## src/rtl/uart_pkg.sv

```systemverilog
// Shared types and helpers for the UART receive path.
package uart_pkg;

  typedef enum logic [2:0] {
    IDLE,
    START,
    DATA,
    PARITY,
    STOP,
    BRKWAIT
  } rx_state_t;

  localparam logic UART_IDLE_LEVEL = 1'b1;

  // Rounded clocks per oversample tick.
  function automatic int calc_divider(input int clk_freq, input int baud_rate,
                                      input int oversample_rate);
    int den;
    den = baud_rate * oversample_rate;
    return (clk_freq + den / 2) / den;
  endfunction

endpackage

```

## src/rtl/uart_rx_filter.sv

```systemverilog
// Input conditioning for the RX pin: 2-FF synchroniser followed by a
// 3-sample majority vote that advances only on oversample ticks.
module uart_rx_filter
  import uart_pkg::*;
(
  input  logic clk_i,
  input  logic reset_i,
  input  logic tick_i,
  input  logic rxd_i,
  output logic rx_f_o
);

  logic [1:0] sync_q, sync_d;
  logic [2:0] samp_q, samp_d;

  always_comb begin
    sync_d = {sync_q[0], rxd_i};
    samp_d = samp_q;
    if (tick_i) begin
      samp_d = {samp_q[1:0], sync_q[1]};
    end
  end

  always_ff @(posedge clk_i or posedge reset_i) begin
    if (reset_i) begin
      sync_q <= {2{UART_IDLE_LEVEL}};
      samp_q <= {3{UART_IDLE_LEVEL}};
    end else begin
      sync_q <= sync_d;
      samp_q <= samp_d;
    end
  end

  assign rx_f_o = (samp_q[0] & samp_q[1]) | (samp_q[0] & samp_q[2]) | (samp_q[1] & samp_q[2]);

endmodule

```

## src/rtl/uart_rx_core.sv

```systemverilog
// UART receiver: oversampled, majority-filtered, LSB-first deserialiser with
// framing-error and break detection. Parity checking is built in when the
// UART_RX_PARITY_EN macro is defined.
module uart_rx_core
  import uart_pkg::*;
#(
  parameter int ClkFreq        = 100000000,
  parameter int BaudRate       = 115200,
  parameter int OversampleRate = 16,
  parameter int DataBits       = 8
`ifdef UART_RX_PARITY_EN
  ,
  parameter int ParityOdd      = 0
`endif
) (
  input  logic       clk_i,
  input  logic       reset_i,
  input  logic       uart_rxd_i,
  output logic [7:0] data_o,
  output logic       data_valid_o,
  output logic       frame_error_o,
  output logic       break_o,
`ifdef UART_RX_PARITY_EN
  output logic       parity_error_o,
`endif
  output logic       busy_o
);

  localparam int Divider    = calc_divider(ClkFreq, BaudRate, OversampleRate);
  localparam int TickW      = (Divider > 1) ? $clog2(Divider) : 1;
  localparam int ScntW      = $clog2(OversampleRate);
  localparam int MidSample  = OversampleRate / 2 - 1;
  localparam int LastSample = OversampleRate - 1;

  if (Divider < 1) begin : g_bad_divider
    $error("uart_rx_core: clock too slow for BaudRate*OversampleRate");
  end
  if ((OversampleRate < 8) || (OversampleRate % 2 != 0)) begin : g_bad_oversample
    $error("uart_rx_core: OversampleRate must be even and >= 8");
  end
  if ((DataBits < 5) || (DataBits > 8)) begin : g_bad_databits
    $error("uart_rx_core: DataBits must be 5..8");
  end

  logic             tick;
  logic             start_edge;
  logic             rx_f;
  logic [TickW-1:0] tick_cnt_q, tick_cnt_d;
  logic             rx_f_prev_q, rx_f_prev_d;
  rx_state_t        state_q, state_d;
  logic [ScntW-1:0] scnt_q, scnt_d;
  logic [2:0]       bitcnt_q, bitcnt_d;
  logic [7:0]       shift_q, shift_d;
  logic [7:0]       data_q, data_d;
  logic             valid_q, valid_d;
  logic             ferr_q, ferr_d;
  logic             brk_q, brk_d;
`ifdef UART_RX_PARITY_EN
  logic             par_bit_q, par_bit_d;
  logic             perr_q, perr_d;
  logic             parity_ok;
  assign parity_ok = ((^shift_q) ^ par_bit_q) == ParityOdd[0];
`endif

  uart_rx_filter u_filter (
    .clk_i   (clk_i),
    .reset_i (reset_i),
    .tick_i  (tick),
    .rxd_i   (uart_rxd_i),
    .rx_f_o  (rx_f)
  );

  assign tick       = (tick_cnt_q == TickW'(Divider - 1));
  assign start_edge = (state_q == IDLE) && rx_f_prev_q && !rx_f;

  // Restarting the divider on the start edge aligns sampling to the edge.
  always_comb begin
    tick_cnt_d  = tick_cnt_q + 1'b1;
    if (start_edge || tick) begin
      tick_cnt_d = '0;
    end
    rx_f_prev_d = rx_f;
  end

  always_comb begin
    state_d  = state_q;
    scnt_d   = scnt_q;
    bitcnt_d = bitcnt_q;
    shift_d  = shift_q;
    data_d   = data_q;
    valid_d  = 1'b0;
    ferr_d   = 1'b0;
    brk_d    = 1'b0;
`ifdef UART_RX_PARITY_EN
    par_bit_d = par_bit_q;
    perr_d    = 1'b0;
`endif
    case (state_q)
      IDLE: begin
        if (start_edge) begin
          state_d = START;
          scnt_d  = '0;
        end
      end
      START: begin
        if (tick) begin
          if (scnt_q == ScntW'(MidSample)) begin
            if (!rx_f) begin
              state_d  = DATA;
              scnt_d   = '0;
              bitcnt_d = '0;
              shift_d  = '0;
            end else begin
              state_d = IDLE;
            end
          end else begin
            scnt_d = scnt_q + 1'b1;
          end
        end
      end
      DATA: begin
        if (tick) begin
          if (scnt_q == ScntW'(LastSample)) begin
            scnt_d   = '0;
            shift_d  = {rx_f, shift_q[7:1]};
            bitcnt_d = bitcnt_q + 1'b1;
            if (bitcnt_q == 3'(DataBits - 1)) begin
`ifdef UART_RX_PARITY_EN
              state_d = PARITY;
`else
              state_d = STOP;
`endif
            end
          end else begin
            scnt_d = scnt_q + 1'b1;
          end
        end
      end
`ifdef UART_RX_PARITY_EN
      PARITY: begin
        if (tick) begin
          if (scnt_q == ScntW'(LastSample)) begin
            scnt_d    = '0;
            par_bit_d = rx_f;
            state_d   = STOP;
          end else begin
            scnt_d = scnt_q + 1'b1;
          end
        end
      end
`endif
      STOP: begin
        if (tick) begin
          if (scnt_q == ScntW'(LastSample)) begin
            if (rx_f) begin
              // Leaving at mid-stop lets a back-to-back start bit be caught.
              state_d = IDLE;
`ifdef UART_RX_PARITY_EN
              if (parity_ok) begin
                data_d  = shift_q >> (8 - DataBits);
                valid_d = 1'b1;
              end else begin
                perr_d = 1'b1;
              end
`else
              data_d  = shift_q >> (8 - DataBits);
              valid_d = 1'b1;
`endif
            end else begin
              state_d = BRKWAIT;
              if (shift_q == '0) begin
                brk_d = 1'b1;
              end else begin
                ferr_d = 1'b1;
              end
            end
          end else begin
            scnt_d = scnt_q + 1'b1;
          end
        end
      end
      BRKWAIT: begin
        if (rx_f) begin
          state_d = IDLE;
        end
      end
      default: state_d = IDLE;
    endcase
  end

  always_ff @(posedge clk_i or posedge reset_i) begin
    if (reset_i) begin
      tick_cnt_q  <= '0;
      rx_f_prev_q <= UART_IDLE_LEVEL;
      state_q     <= IDLE;
      scnt_q      <= '0;
      bitcnt_q    <= '0;
      shift_q     <= '0;
      data_q      <= '0;
      valid_q     <= 1'b0;
      ferr_q      <= 1'b0;
      brk_q       <= 1'b0;
`ifdef UART_RX_PARITY_EN
      par_bit_q   <= 1'b0;
      perr_q      <= 1'b0;
`endif
    end else begin
      tick_cnt_q  <= tick_cnt_d;
      rx_f_prev_q <= rx_f_prev_d;
      state_q     <= state_d;
      scnt_q      <= scnt_d;
      bitcnt_q    <= bitcnt_d;
      shift_q     <= shift_d;
      data_q      <= data_d;
      valid_q     <= valid_d;
      ferr_q      <= ferr_d;
      brk_q       <= brk_d;
`ifdef UART_RX_PARITY_EN
      par_bit_q   <= par_bit_d;
      perr_q      <= perr_d;
`endif
    end
  end

  assign data_o        = data_q;
  assign data_valid_o  = valid_q;
  assign frame_error_o = ferr_q;
  assign break_o       = brk_q;
  assign busy_o        = (state_q != IDLE);
`ifdef UART_RX_PARITY_EN
  assign parity_error_o = perr_q;
`endif

endmodule

```

## config.mk

```make
export PLATFORM = sky130hd
export DESIGN_NAME = uart_rx_core
export DESIGN_NICKNAME = d
export VERILOG_FILES = /design/src/rtl/uart_pkg.sv /design/src/rtl/uart_rx_filter.sv /design/src/rtl/uart_rx_core.sv
export SDC_FILE = /design/constraint.sdc
export NUM_CORES = 1
export LEC_CHECK = 0
export CAP_MARGIN = 20
export CORE_ASPECT_RATIO = 0.75
export CORE_MARGIN = 2
export CORE_UTILIZATION = 60
export DETAILED_ROUTE_END_ITERATION = 7
export HOLD_SLACK_MARGIN = 0.1
export PLACE_DENSITY_LB_ADDON = 0.12
export SYNTH_ARGS = -nofsm -noshare
export SYNTH_HDL_FRONTEND = slang
export SYNTH_SLANG_ARGS = --single-unit
```

## constraint.sdc

```tcl
create_clock -name clk_i -period 3.35 [get_ports clk_i]
set_input_delay 0.335 -clock clk_i [delete_from_list [all_inputs] [get_ports clk_i]]
set_output_delay 0.335 -clock clk_i [all_outputs]
set_load 0.01 [all_outputs]
```

==> impl_metrics.tcl <==
set metrics [dict create \
    syn_to_final_growth_pct 11.1 \
    core.rowCount 18 \
    slew_headroom_pct 54.1 \
    htree_levels 2 \
    clock_latency_ns 0.28 \
    fin_crit_sh_pct 66.9 \
    synth_cell_types 45 \
    finalPower_mw 0.806 \
    fillers 249 \
    gp_congestion 0.826 \
    syn_area_sq_um 2030 \
    synthArstFlopShare_pct 100 \
    cts_tree "done" \
    drt_iter0_drc 124 \
    seq_area_frac_synth_pct 50.9 \
    grt.total_usage_pct 19.9 \
    critPathLaunch "state_q[0]" \
    cp.arrival_ns 2.41 \
    cap_violations 0 \
    grt_pass1_wl_microns 5850 \
    clk_pin_slew_ns 0.08 \
    p_leak_nw 0.973 \
    p_per_area_nw_per_um2 357 \
    status "completed" \
    vias 1406 \
    antenna-diode-count 0 \
    grt_use_met1_pct 27.2 \
    ys.flop_type "dfrtp_1" \
    layout_min_cycle_time_ns 2.24 \
    layout.nets 209 \
    cts_resized 0 \
    ir_worst_vdd_v 0.000265 \
    grt_max_degree 42 \
    drcViolationCount 0 \
    start_util_pct 62.2 \
    r2r_end "data_o[5]" \
    pin_count 15 \
    rr_startpoint "state_q[0]" \
    syn-instance-count 188 \
    wire_per_inst_microns 14.9 \
    synth_fp_nets 196 \
    yosysWarnings 0 \
    overflow 0 \
    use_met3_pct 4.79 \
    setup-tns-final_ns 0 \
    grt_pass1_vias 1231 \
    path_max_fanout 18 \
    drtPass1Iterations 4 \
    r2r_cells 3 \
    dieWidth_microns 71.2 \
    avgSynthCellArea_sq_um 10.8 \
    fmaxAchievable_mhz 446 \
    ys_ff_latch 41 \
    required_ns 3.52 \
    antenna_found_initial 0 \
    start_kind "register" \
    critical_path_class "register to register" \
    clock_sink_count 41 \
    clock-skew-final_ns 0.0104 \
    routed_via_density 5.83 \
    cts_buffers 5 \
    port_buffers 14 \
    grt.busiest_layer "met2" \
    r2r_setup_slack_ns 1.11 \
    hold_viol 0 \
    cts_hold_buf 0 \
    rsz0062_at_grt "no" \
    drive_above_1_share_pct 21.9 \
    dp_hpwl_microns 2410 \
    drt-total-wl_microns 3600 \
    clockBufferDepth 2 \
    cts_setup_buffers 0 \
    clockRootBuffer "clkbuf_8" \
    hp-class "register to register" \
    slew_viol_final 0 \
    antenna_left 0 \
    coreArea_sq_um 3270 \
    worstSetupEndpointType "register" \
    worstSetupEndpoint "data_o[5]" \
    synth-edff-count 0 \
    grtUsageMet2_pct 32.7 \
    worstMarginPinSlew_ns 0.683 \
    dieArea_sq_um 3870 \
    die_h_microns 54.4 \
    finalSetupViolations 0 \
]
[synthesized netlist by cell type, drive strengths merged (2+ instances only)]
library cell / instances / area [sq um]
nand3: 5 / 25.0
o31ai: 4 / 40.0
nor2: 12 / 45.0
nor3: 2 / 10.0
buf: 6 / 42.5
ha: 5 / 62.6
inv: 5 / 18.8
xor2: 2 / 17.5
nand2: 25 / 96.4
nor3b: 4 / 30.0
o21ai: 20 / 134
nand2b: 3 / 18.8
xnor2: 4 / 35.0
or4: 2 / 18.8
clkbuf: 4 / 15.0
dfrtp: 35 / 876
a31oi: 2 / 12.5
mux2: 13 / 146
nor4: 6 / 52.6
nand3b: 3 / 22.5
dfstp: 6 / 158
a21oi: 4 / 20.0
or3b: 2 / 20.0
[stage by stage]
step,cells,setup WS (ns),hold WS (ns),instance area (sq um),util (%)
after floorplan,188,1.43,0.339,2030,-
after global placement,234,1.23,0.346,2180,66.7
after detailed placement,234,1.16,0.347,2180,66.7
after CTS,241,1.14,0.357,2260,69.1
after global routing,241,1.02,0.363,2260,69.1
final,241,1.11,0.356,2260,69.1
[per-layer routing]
layer,up-vias,wire length [microns]
met5,-,0
met2,33,1710
met3,2,160
met1,684,1720
met4,0,14
li1,687,-
[where the power goes]
| group | switching [mW] | total, mW | internal [mW] |
|---|---|---|---|
| Combinational | 0.00918 | 0.0121 | 0.00287 |
| Clock | 0.155 | 0.296 | 0.142 |
| Sequential | 0.000247 | 0.497 | 0.497 |
| Total | 0.164 | 0.806 | 0.642 |
[layout by cell type, fill, tap and decap left out, drive strengths merged]
| cell type | instances |
|---|---|
| nand2b | 3 |
| nor4 | 6 |
| xor2 | 2 |
| ha | 5 |
| nand2 | 25 |
| nor4bb | 1 |
| clkinv | 1 |
| clkdlybuf4s50 | 14 |
| clkbuf | 6 |
| a211o | 1 |
| and4b | 1 |
| mux2 | 13 |
| nor2b | 1 |
| or2 | 1 |
| nor3 | 2 |
| or3b | 2 |
| a221oi | 1 |
| o21ai | 20 |
| buf | 2 |
| o31ai | 4 |
| nand3b | 3 |
| a21o | 1 |
| a21oi | 4 |
| xnor2 | 4 |
| or3 | 1 |
| nor3b | 4 |
| dfstp | 6 |
| a31oi | 2 |
| or4 | 2 |
| and2 | 1 |
| nand3 | 5 |
| dfrtp | 35 |
| maj3 | 1 |
| a22oi | 1 |
| a221o | 1 |
| a21boi | 1 |
| o31a | 1 |
| nor2 | 12 |
| inv | 5 |
[area by class of cell]
class / count / area (sq um) / area share, %
Clock buffer: 6 / 72.6 / 3.22
Inverter: 5 / 18.8 / 0.831
Tap cell: 40 / 50.0 / 2.22
Multi-Input combinational cell: 132 / 922 / 40.9
Sequential cell: 41 / 1030 / 45.8
Clock inverter: 1 / 5.00 / 0.222
Timing Repair Buffer: 16 / 155 / 6.87
[state kept, by name (all words and copies together), names as in the netlist]
name,flops
scnt_q,4
bitcnt_q,3
data_o,8
data_valid_o,1
u_filter.samp_q,3
rx_f_prev_q,1
frame_error_o,1
break_o,1
state_q,3
shift_q,8
tick_cnt_q,6
u_filter.sync_q,2
[logic make-up (layout without fill, tap and decap cells)]
group / after synthesis / in the layout / share of synthesized area [%]
AND/OR/NAND/NOR: 70 / 70 / 18.9
XOR/XNOR: 6 / 6 / 2.59
flip-flops: 41 / 41 / 50.9
AO/OA/AOI/OAI: 37 / 37 / 13.1
buffers and inverters: 15 / 28 / 3.76
multiplexers: 13 / 13 / 7.20
adder cells (fa/ha/maj): 6 / 6 / 3.63
[worst max-delay path, cell delays in order, from the launching register on]
cell,delay [ns]
dfrtp_1,0.59
or3b_4,0.51
nor4_4,0.60
mux2_2,0.41
[worst min-delay path by stage]
| stage | startpoint | end | cells after the start |
|---|---|---|---|
| global route | u_filter.sync_q[0] | u_filter.sync_q[1] | 0 |
| finish | u_filter.sync_q[0] | u_filter.sync_q[1] | 0 |
| detailed placement | u_filter.sync_q[0] | u_filter.sync_q[1] | 0 |
| CTS | u_filter.sync_q[0] | u_filter.sync_q[1] | 0 |
| global placement | u_filter.sync_q[0] | u_filter.sync_q[1] | 0 |
| floorplan | uart_rxd_i | u_filter.sync_q[0] | 0 |
Note: power is estimated with default switching activity, not from simulation.
